<file path="src/rtl/updi_rx_pkg.sv">
`default_nettype none
// ============================================================================
// Module   : updi_rx_pkg
// Purpose  : Shared types, constants and the character classifier for the
//            UPDI receive-side deframer.
// Contents : updi_rx_state_t  - link state (WAIT_SYNCH / ACTIVE / ERROR)
//            updi_rx_class_t  - per-character classification result
//            UPDI_SYNCH_CHAR, UPDI_BREAK_FRAME, raw character field positions
//            updi_rx_classify - priority classifier for a raw 12-bit character
// Revision : 1.0 - initial release
// ============================================================================
package updi_rx_pkg;

  typedef enum logic [1:0] {
    WAIT_SYNCH = 2'd0,
    ACTIVE     = 2'd1,
    ERROR      = 2'd2
  } updi_rx_state_t;

  typedef enum logic [1:0] {
    CLS_BREAK     = 2'd0,
    CLS_FRAME_ERR = 2'd1,
    CLS_PARITY    = 2'd2,
    CLS_VALID     = 2'd3
  } updi_rx_class_t;

  localparam logic [7:0]  UPDI_SYNCH_CHAR  = 8'h55;
  localparam logic [11:0] UPDI_BREAK_FRAME = 12'h000;

  localparam int START_BIT  = 0;
  localparam int DATA_LSB   = 1;
  localparam int DATA_MSB   = 8;
  localparam int PARITY_BIT = 9;
  localparam int STOP_LSB   = 10;
  localparam int STOP_MSB   = 11;

  // BREAK beats framing, framing beats parity: an all-zero character would
  // otherwise look like a stop-bit error.
  function automatic updi_rx_class_t updi_rx_classify(input logic [11:0] f);
    updi_rx_class_t c;
    if (f == UPDI_BREAK_FRAME) begin
      c = CLS_BREAK;
    end else if (f[START_BIT] || (f[STOP_MSB:STOP_LSB] != 2'b11)) begin
      c = CLS_FRAME_ERR;
    end else if (^f[PARITY_BIT:DATA_LSB]) begin
      c = CLS_PARITY;
    end else begin
      c = CLS_VALID;
    end
    return c;
  endfunction

endpackage
`default_nettype wire

</file>
<file path="src/rtl/updi_rx_fifo.sv">
`default_nettype none
// ============================================================================
// Module   : updi_rx_fifo
// Purpose  : Synchronous byte FIFO with flush for the UPDI receive path.
// Ports    : clk, rst      - clock, synchronous active-high reset
//            i_push/i_push_data - write strobe and byte
//            i_pop         - read strobe (ignored when empty)
//            i_flush       - empty the FIFO; wins over push and pop
//            o_data        - head byte (0 when empty)
//            o_full/o_empty - occupancy flags
// Revision : 1.0 - initial release
// ============================================================================
module updi_rx_fifo #(
  parameter int FIFO_DEPTH = 4
) (
  input  logic       clk,
  input  logic       rst,
  input  logic       i_push,
  input  logic [7:0] i_push_data,
  input  logic       i_pop,
  input  logic       i_flush,
  output logic [7:0] o_data,
  output logic       o_full,
  output logic       o_empty
);

  localparam int PTR_W = (FIFO_DEPTH > 1) ? $clog2(FIFO_DEPTH) : 1;
  localparam int CNT_W = $clog2(FIFO_DEPTH) + 1;

  logic [7:0]       r_mem [FIFO_DEPTH];
  logic [PTR_W-1:0] r_wr_ptr;
  logic [PTR_W-1:0] r_rd_ptr;
  logic [CNT_W-1:0] r_count;

  logic w_do_pop;
  logic w_do_push;

  assign o_empty   = (r_count == '0);
  assign o_full    = (r_count == CNT_W'(FIFO_DEPTH));
  assign w_do_pop  = i_pop && !o_empty;
  // A pop in the same cycle frees the slot, so a full FIFO can still accept.
  assign w_do_push = i_push && (!o_full || w_do_pop);

  // Masking keeps the head at zero whenever nothing is stored.
  assign o_data = o_empty ? 8'h00 : r_mem[r_rd_ptr];

  always_ff @(posedge clk) begin
    if (w_do_push && !i_flush && !rst) begin
      r_mem[r_wr_ptr] <= i_push_data;
    end
  end

  // Depth is a power of two, so pointers wrap by natural overflow.
  always_ff @(posedge clk) begin
    if (rst || i_flush) begin
      r_wr_ptr <= '0;
      r_rd_ptr <= '0;
      r_count  <= '0;
    end else begin
      if (w_do_push) begin
        r_wr_ptr <= r_wr_ptr + 1'b1;
      end
      if (w_do_pop) begin
        r_rd_ptr <= r_rd_ptr + 1'b1;
      end
      if (w_do_push && !w_do_pop) begin
        r_count <= r_count + 1'b1;
      end else if (!w_do_push && w_do_pop) begin
        r_count <= r_count - 1'b1;
      end
    end
  end

endmodule
`default_nettype wire

</file>
<file path="src/rtl/updi_rx_deframer.sv">
`default_nettype none
// ============================================================================
// Module   : updi_rx_deframer
// Purpose  : UPDI receive character deframer. Classifies raw 12-bit UART
//            characters (BREAK / frame error / parity error / valid), runs
//            the link state machine and buffers data bytes for the datalink.
// Ports    : clk, rst                 - clock, synchronous active-high reset
//            frm_valid, frm_data      - character strobe and raw character
//            byte_valid, byte_data, byte_ready - consumer byte stream
//            link_active              - link state is ACTIVE
//            synch_seen, break_det    - one-cycle event pulses
//            err_parity, err_frame, err_overrun - one-cycle error pulses
//            err_cnt                  - saturating error count
// Config   : UPDI_RX_ERRCNT_EN - when defined, err_cnt counts error pulses
//            and saturates; when undefined err_cnt is tied to zero.
// Revision : 1.0 - initial release
// ============================================================================
module updi_rx_deframer
  import updi_rx_pkg::*;
#(
  parameter int FIFO_DEPTH = 4,
  parameter int ERRCNT_W   = 8
) (
  input  logic                clk,
  input  logic                rst,
  input  logic                frm_valid,
  input  logic [11:0]         frm_data,
  output logic                byte_valid,
  output logic [7:0]          byte_data,
  input  logic                byte_ready,
  output logic                link_active,
  output logic                synch_seen,
  output logic                break_det,
  output logic                err_parity,
  output logic                err_frame,
  output logic                err_overrun,
  output logic [ERRCNT_W-1:0] err_cnt
);

  updi_rx_state_t r_state;
  updi_rx_state_t w_state_next;
  updi_rx_class_t w_class;

  logic       w_push;
  logic       w_pop;
  logic       w_flush;
  logic       w_full;
  logic       w_empty;
  logic [7:0] w_rx_byte;

  logic w_synch;
  logic w_break;
  logic w_parity;
  logic w_frame;
  logic w_overrun;

  assign w_class   = updi_rx_classify(frm_data);
  assign w_rx_byte = frm_data[DATA_MSB:DATA_LSB];
  assign w_pop     = !w_empty && byte_ready;

  always_comb begin
    w_state_next = r_state;
    w_push       = 1'b0;
    w_flush      = 1'b0;
    w_synch      = 1'b0;
    w_break      = 1'b0;
    w_parity     = 1'b0;
    w_frame      = 1'b0;
    w_overrun    = 1'b0;
    if (frm_valid) begin
      if (w_class == CLS_BREAK) begin
        w_flush      = 1'b1;
        w_break      = 1'b1;
        w_state_next = WAIT_SYNCH;
      end else begin
        case (r_state)
          WAIT_SYNCH: begin
            if (w_class == CLS_VALID && w_rx_byte == UPDI_SYNCH_CHAR) begin
              w_synch      = 1'b1;
              w_state_next = ACTIVE;
            end
          end
          ACTIVE: begin
            case (w_class)
              CLS_VALID: begin
                if (w_full && !w_pop) begin
                  w_overrun    = 1'b1;
                  w_flush      = 1'b1;
                  w_state_next = ERROR;
                end else begin
                  w_push = 1'b1;
                end
              end
              CLS_PARITY: begin
                w_parity     = 1'b1;
                w_flush      = 1'b1;
                w_state_next = ERROR;
              end
              CLS_FRAME_ERR: begin
                w_frame      = 1'b1;
                w_flush      = 1'b1;
                w_state_next = ERROR;
              end
              default: ;
            endcase
          end
          default: ;
        endcase
      end
    end
  end

  always_ff @(posedge clk) begin
    if (rst) begin
      r_state     <= WAIT_SYNCH;
      synch_seen  <= 1'b0;
      break_det   <= 1'b0;
      err_parity  <= 1'b0;
      err_frame   <= 1'b0;
      err_overrun <= 1'b0;
    end else begin
      r_state     <= w_state_next;
      synch_seen  <= w_synch;
      break_det   <= w_break;
      err_parity  <= w_parity;
      err_frame   <= w_frame;
      err_overrun <= w_overrun;
    end
  end

  assign link_active = (r_state == ACTIVE);

`ifdef UPDI_RX_ERRCNT_EN
  logic [ERRCNT_W-1:0] r_err_cnt;
  logic                w_err_evt;

  assign w_err_evt = w_parity || w_frame || w_overrun;

  always_ff @(posedge clk) begin
    if (rst) begin
      r_err_cnt <= '0;
    end else if (w_err_evt && (r_err_cnt != '1)) begin
      r_err_cnt <= r_err_cnt + 1'b1;
    end
  end

  assign err_cnt = r_err_cnt;
`else
  assign err_cnt = '0;
`endif

  updi_rx_fifo #(
    .FIFO_DEPTH (FIFO_DEPTH)
  ) u_fifo (
    .clk         (clk),
    .rst         (rst),
    .i_push      (w_push),
    .i_push_data (w_rx_byte),
    .i_pop       (w_pop),
    .i_flush     (w_flush),
    .o_data      (byte_data),
    .o_full      (w_full),
    .o_empty     (w_empty)
  );

  assign byte_valid = !w_empty;

endmodule
`default_nettype wire

</file>
<file path="config.mk">
export PLATFORM = sky130hd
export DESIGN_NAME = updi_rx_deframer
export DESIGN_NICKNAME = d
export VERILOG_FILES = /design/src/rtl/updi_rx_pkg.sv /design/src/rtl/updi_rx_fifo.sv /design/src/rtl/updi_rx_deframer.sv
export SDC_FILE = /design/constraint.sdc
export NUM_CORES = 1
export LEC_CHECK = 0
export ABC_AREA = 1
export BUFFER_PORTS_ARGS = -buffer_cell sky130_fd_sc_hd__buf_2
export CAP_MARGIN = 30
export CORE_MARGIN = 10
export CORE_UTILIZATION = 40
export CTS_BUF_LIST = sky130_fd_sc_hd__clkbuf_4 sky130_fd_sc_hd__clkbuf_8
export DETAILED_ROUTE_END_ITERATION = 6
export GPL_TIMING_DRIVEN = 0
export PLACE_DENSITY_LB_ADDON = 0.25
export SYNTH_ARGS = -nofsm -noshare
export SYNTH_HDL_FRONTEND = slang
export SYNTH_SLANG_ARGS = --single-unit
export TNS_END_PERCENT = 50
</file>
<file path="constraint.sdc">
create_clock -name clk -period 5 [get_ports clk]
set_input_delay 0.25 -clock clk [delete_from_list [all_inputs] [get_ports clk]]
set_output_delay 0.25 -clock clk [all_outputs]
set_load 0.005 [all_outputs]
</file>
Yosys cells after proc, flatten, opt, wreduce, memory -nomap -nowiden

Memories as Yosys holds them, arrays and structs flattened. A register that Yosys moved wholly into a read port is not among the register bits.
Cells that the tools add are included.

Add/subtract/negate cells: 4
Equality and inequality tests: 10
Multiplexer cells: 29
Bitwise gates (word level): 4
Reduce and logical (&&, ||, !) cells: 32

Operators by type and width:

| kind                                                                   | number |
|---|---|
| 1-bit two-way mux                                                      | 16 |
| 2-bit two-way mux                                                      | 7 |
| 12-bit logical NOT                                                     | 1 |
| 1-bit logical AND                                                      | 9 |
| 9-bit XOR reduction                                                    | 1 |
| 8-bit by 7-bit equality test with 1-bit output (second input constant) | 1 |
| 8-bit two-way mux                                                      | 1 |
| 2-bit one-hot mux with 2 select lines                                  | 2 |
| 4-bit OR reduction                                                     | 2 |
| 1-bit logical NOT                                                      | 7 |
| 3-bit two-way mux                                                      | 2 |
| 5-bit AND reduction                                                    | 1 |
| 5-bit OR reduction                                                     | 1 |
| 2-bit by 1-bit adder with 2-bit output (second input constant)         | 2 |
| 2-bit by 1-bit equality test with 1-bit output (second input constant) | 2 |
| 2-bit equality test (second input constant)                            | 2 |
| 2-bit logical NOT                                                      | 2 |
| 4-bit by 2-bit != test with 1-bit output (second input constant)       | 1 |
| 4-bit by 3-bit != test with 1-bit output (second input constant)       | 1 |
| 1-bit inverter                                                         | 4 |
| 2-bit OR reduction                                                     | 2 |
| 3-bit by 1-bit adder with 3-bit output (second input constant)         | 1 |
| 3-bit equality test (second input constant)                            | 1 |
| 3-bit logical NOT                                                      | 1 |
| other kinds (7)                                                        | 9 |

Register bits: 14
Bits in writable memories: 32
Input bits: 16
Output and inout bits: 23
Logic and storage cells: 89
Memories: 1

Memory list:

| memory       | words | bits a word | read ports | clocked after memory_dff | write ports | RTL line           | text |
|---|---|---|---|---|---|---|---|
| u_fifo.r_mem | 4     | 8           | 1          | 1                        | 1           | updi_rx_fifo.sv:30 | `logic [7:0] r_mem [FIFO_DEPTH];` |

Longest topological paths before layout

Depth after elaboration: 15
Mapped depth: 24
Depth with buffers taken out: 24

Modules after synthesis

Synthesis repeated with hierarchy kept, for this count alone.

Cell total of the unflattened synthesis: 266
Area total of the unflattened synthesis: 2447.3 um2

By module, submodules not included:

| module           | instances | cells an instance | area an instance (um2) | sequential area each (um2) |
|---|---|---|---|---|
| updi_rx_fifo     | 1         | 168               | 1809.2                 | 1141.1 |
| updi_rx_deframer | 1         | 98                | 638.1                  | 140.1 |

Worst setup path after synthesis

OpenSTA, ideal clock, no wires.

Kind: input-to-reg
Start point: input frm_data[2]
End point: register u_fifo.r_count[2]
Library setup time: 0.114 ns
Data arrival time: 2.679 ns
Data required time: 4.886 ns
Slack: 2.207 ns
Stages: 24
Buffers on the path: 0
Cell sequence: inv_1 ha_1 inv_1 nand2_1 nand2_1 nand2_1 nand2_1 nand2_1 nand3_1 nand2_1 inv_1 ha_1 inv_2 nor3_4 nand3_2 inv_1 ha_1 inv_1 fa_1 nor2_1 nor2_1 nand2_1 xor2_1 nor2_1

Cells in the longest elaborated chain, start to end: 13
Elaborated cells on any way between the ends: 25
Classes of those cells: eq/ne (3); mux (12); reduce/logical (10)

Ends and longest elaborated chain:

| item                         | RTL line               | text |
|---|---|---|
| from (decl)                  | updi_rx_deframer.sv:27 | `input logic [11:0] frm_data,` |
| 9-bit XOR reduction          | updi_rx_pkg.sv:45      | `end else if (^f[PARITY_BIT:DATA_LSB]) begin` |
| 1-bit two-way mux            | updi_rx_pkg.sv:45      |  |
| 2-bit two-way mux            | updi_rx_pkg.sv:43      | `end else if (f[START_BIT] \|\| (f[STOP_MSB:STOP_LSB] != 2'b11)) begin` |
| 2-bit two-way mux *          | updi_rx_pkg.sv:41      | `if (f == UPDI_BREAK_FRAME) begin` |
| 2-bit equality test          | updi_rx_deframer.sv:84 | `case (w_class)` |
| 1-bit two-way mux            | updi_rx_deframer.sv:84 |  |
| 1-bit two-way mux            | updi_rx_deframer.sv:76 | `case (r_state)` |
| 1-bit two-way mux            | updi_rx_deframer.sv:71 | `if (w_class == CLS_BREAK) begin` |
| 1-bit two-way mux            | updi_rx_deframer.sv:70 | `if (frm_valid) begin` |
| 1-bit logical AND            | updi_rx_fifo.sv:42     | `assign w_do_push = i_push && (!o_full \|\| w_do_pop);` |
| 1-bit logical NOT            | updi_rx_fifo.sv:68     | `end else if (!w_do_push && w_do_pop) begin` |
| 1-bit logical AND            | updi_rx_fifo.sv:68     |  |
| 2-bit nonzero test (no line) | -                      |  |
| to (signal assigned)         | updi_rx_fifo.sv:67     | `r_count <= r_count + 1'b1;` |
| to (signal assigned)         | updi_rx_fifo.sv:69     | `r_count <= r_count - 1'b1;` |
| to (decl)                    | updi_rx_fifo.sv:33     | `logic [CNT_W-1:0] r_count;` |

Every way passes the cells marked *; elsewhere a longest branch is shown, timed or not.
A chain may end at the register's enable or synchronous reset.

Final worst setup path

Ends and elaborated chain as after synthesis.

==> impl_metrics.env <==
export IMPL_status="finished clean"
export IMPL_crit_fanout=7
export IMPL_ys_seq_elements=48
export IMPL_met1_usage=0.122
export IMPL_clock_fmax_ghz=0.340
export IMPL_design_core_area_um2=5610
export IMPL_fp_dieArea_um2=9400
export IMPL_htreeDepth=2
export IMPL_total_power_uw=1080
export IMPL_hp_class="in2reg"
export IMPL_maxCapViolCount=0
export IMPL_diodes=0
export IMPL_drc=0
export IMPL_crit_required_ps=5200
export IMPL_rsz0062_at_grt="no"
export IMPL_synth_main_ff_cell="edfxtp_1"
export IMPL_synth_top_area_frac=0.406
export IMPL_p_switching_uw=324
export IMPL_synth_compound_gate_area_share=0.0655
export IMPL_track_usage=0.104
export IMPL_finClkSkew_ps=7.85
export IMPL_avgSynthCellArea_um2=9.36
export IMPL_finalHoldViolations=0
export IMPL_synth_fa_ha_area_frac=0.0772
export IMPL_grt_overflow=0
export IMPL_use_met2=0.168
export IMPL_finish_instance_area_um2=2790
export IMPL_globalplace_congestion=0.816
export IMPL_reg2reg_from="u_fifo.r_count[2]"
export IMPL_swShare=0.300
export IMPL_cts_tree="yes"
export IMPL_cts_buffers=5
export IMPL_synth_top_cell_by_area="edfxtp_1"
export IMPL_drive_above_1_share=0.210
export IMPL_clkLatencyLatePin_ps=300
export IMPL_area_growth_pct=17.8
export IMPL_antenna_found_initial=0
export IMPL_grt_pass1_wl_um=8090
export IMPL_synth_common_cells="51 x nor2_1, 32 x edfxtp_1, 31 x inv_1"
export IMPL_synth_top_family_by_area="simple AND/OR/NAND/NOR gates"
export IMPL_worstPathArrival_ps=3140
export IMPL_via_count=1730
export IMPL_synth_most_common_cell="nor2_1"
export IMPL_end_kind="flip-flop"
export IMPL_grt_max_degree=16
export IMPL_fin_crit_ps=2940
export IMPL_post_drt_wl_per_cell_um=12.8
export IMPL_p_seq_frac=0.425
export IMPL_p_leak_uw=0.00121
export IMPL_yosysUniqueCellTypes=28
export IMPL_ctsResizeCount=0
export IMPL_placed_cell_area_um2=2650
export IMPL_synthTopCellsByArea="edfxtp_1 41%, dfxtp_1 14%, nor2_1 8.1%, ha_1 6.9%, inv_1 4.9%"
export IMPL_start_util=0.422
export IMPL_criticalPathCategory="in2reg"
export IMPL_clkSlewWorstSetupHoldPaths_ps=80
export IMPL_p_int_uw=756
export IMPL_min_from="rst"
export IMPL_worstMarginPinSlew_ps=704
export IMPL_die_w_um=96.9
export IMPL_die_h_um=96.9
export IMPL_port_buffers=29
export IMPL_cts_root_buffer_cell="clkbuf_8"
export IMPL_synth_simple_area_share=0.205
export IMPL_grt_pass1_vias=1698
export IMPL_wl_um=4770
export IMPL_crit_path_start_kind="input pin"
export IMPL_drt_pass1_iter_count=4
export IMPL_std_cell_rows=27
export IMPL_peakVddDrop_mv=0.182
export IMPL_cts_setup_buffers=0
export IMPL_cts_sinks=48
export IMPL_viasPerCell=4.65
export IMPL_cts_path_max_buffers=2
export IMPL_ios=39
export IMPL_synthMuxAreaShare=0
export IMPL_cts_hold_buffers_added=0
export IMPL_setup_viol=0
export IMPL_fin_hold_ws_ps=104
export IMPL_drv_slew=0
export IMPL_grt_busiest_layer="met2"
export IMPL_synth_async_reset_ratio=0
export IMPL_relSlewSlack=0.527
export IMPL_yosysWarnings=0
export IMPL_netlist_instances=253
export IMPL_powerDensity_nw_per_um2=388
export IMPL_synth_edf_count=32
export IMPL_nets=329
export IMPL_crit_path_start="frm_data[2]"
export IMPL_synth_area_um2=2370
export IMPL_yosysSeqAreaShare=0.541
export IMPL_synthXorXnorAreaFrac=0.0148
export IMPL_ant_nets=0
export IMPL_hpwl_um=3610
export IMPL_met3_usage=0.0405
export IMPL_drt_iter0_markers=52
export IMPL_finalSetupTns_ps=0
export IMPL_fin_crit_sh=0.588
export IMPL_pwr_share_clk=0.310
export IMPL_p_comb_frac=0.265
## sequential cells by signal, summed over array words and instances (netlist names), named ones only
name	cells
u_fifo.r_mem	32
u_fifo.r_count	3
r_state	2
u_fifo.r_rd_ptr	2
u_fifo.r_wr_ptr	2
break_det	1
err_frame	1
err_overrun	1
err_parity	1
synch_seen	1
## path summary, 6_finish.rpt
| kind | endpoint | slack [ps] | depth (start not counted) |
|---|---|---|---|
| max | u_fifo.r_count[2] | 2060 | 23 |
| min reg2reg | synch_seen | 470 | 1 |
| max reg2reg | u_fifo.r_count[2] | 2820 | 11 |
| min | r_state[1] | 100 | 2 |
## cell usage in the layout (no fill, tap or decap), types with 8 or more instances in the layout
cell      netlist  layout
a21oi_1        14      14
buf_2           4      33
buf_4           8      11
conb_1          1       8
dfxtp_1        16      16
edfxtp_1       32      32
ha_1           13      13
inv_1          31      31
nand2_1        29      29
nand3_1         8       8
nor2_1         51      51
o21ai_0        17      17
## cell type report
| class | count | area [um2] |
|---|---|---|
| plain buffers | 14 | 95.1 |
| clock buffers | 6 | 76.3 |
| clock inverters | 2 | 60.1 |
| fillers | 552 | 2820 |
| inverters | 34 | 129 |
| multi-input cells | 164 | 888 |
| flip-flops and latches | 48 | 1280 |
| well taps | 72 | 90.1 |
| repair buffers | 32 | 168 |
## stage by stage
stage                     setup WS (ps)  utilization  instances
after floorplan                    2210            -        260
after global placement             1560        0.469        361
after detailed placement           1720        0.473        364
after CTS                          2030        0.497        372
after global routing               1700        0.497        372
final                              2060        0.497        372
## power by group through the flow
| stage | clock network (uW) | logic (uW) | registers [uW] |
|---|---|---|---|
| floorplan | 0 | 188 | 466 |
| global placement | 0 | 287 | 468 |
| finish | 335 | 286 | 459 |
| CTS | 344 | 292 | 460 |
| detailed placement | 0 | 291 | 469 |
| global route | 360 | 332 | 463 |
## critical path, cell delays in order
cell and delay (ps):
buf_2 160, inv_1 60, ha_1 280, inv_1 60, nand2_1 60, nand3b_1 110, nand3_1 90, nand3_1 80
nand2_1 90, inv_1 90, ha_1 230, inv_2 70, nor3_4 220, nand3_2 180, inv_1 100, ha_1 140
inv_1 70, fa_1 380, nor2_1 110, nor2_1 50, nand2_1 70, xor2_1 150, nor2_1 50
## layer usage
metal	up-vias	wire, um
met3	5	273
met4	0	65
met1	793	2220
li1	900	-
met5	-	0
met2	32	2210
## cell families (layout without fill, tap and decap cells)
logic type	Yosys count	after routing
and+or+nand+nor	107	107
other	1	8
AOI/OAI and AO/OA	31	31
DFF	48	48
buffers and inverters	48	88
xor gates and xnor gates	4	4
adders and majority gates	14	14
Power figures use the tool's default switching activity.
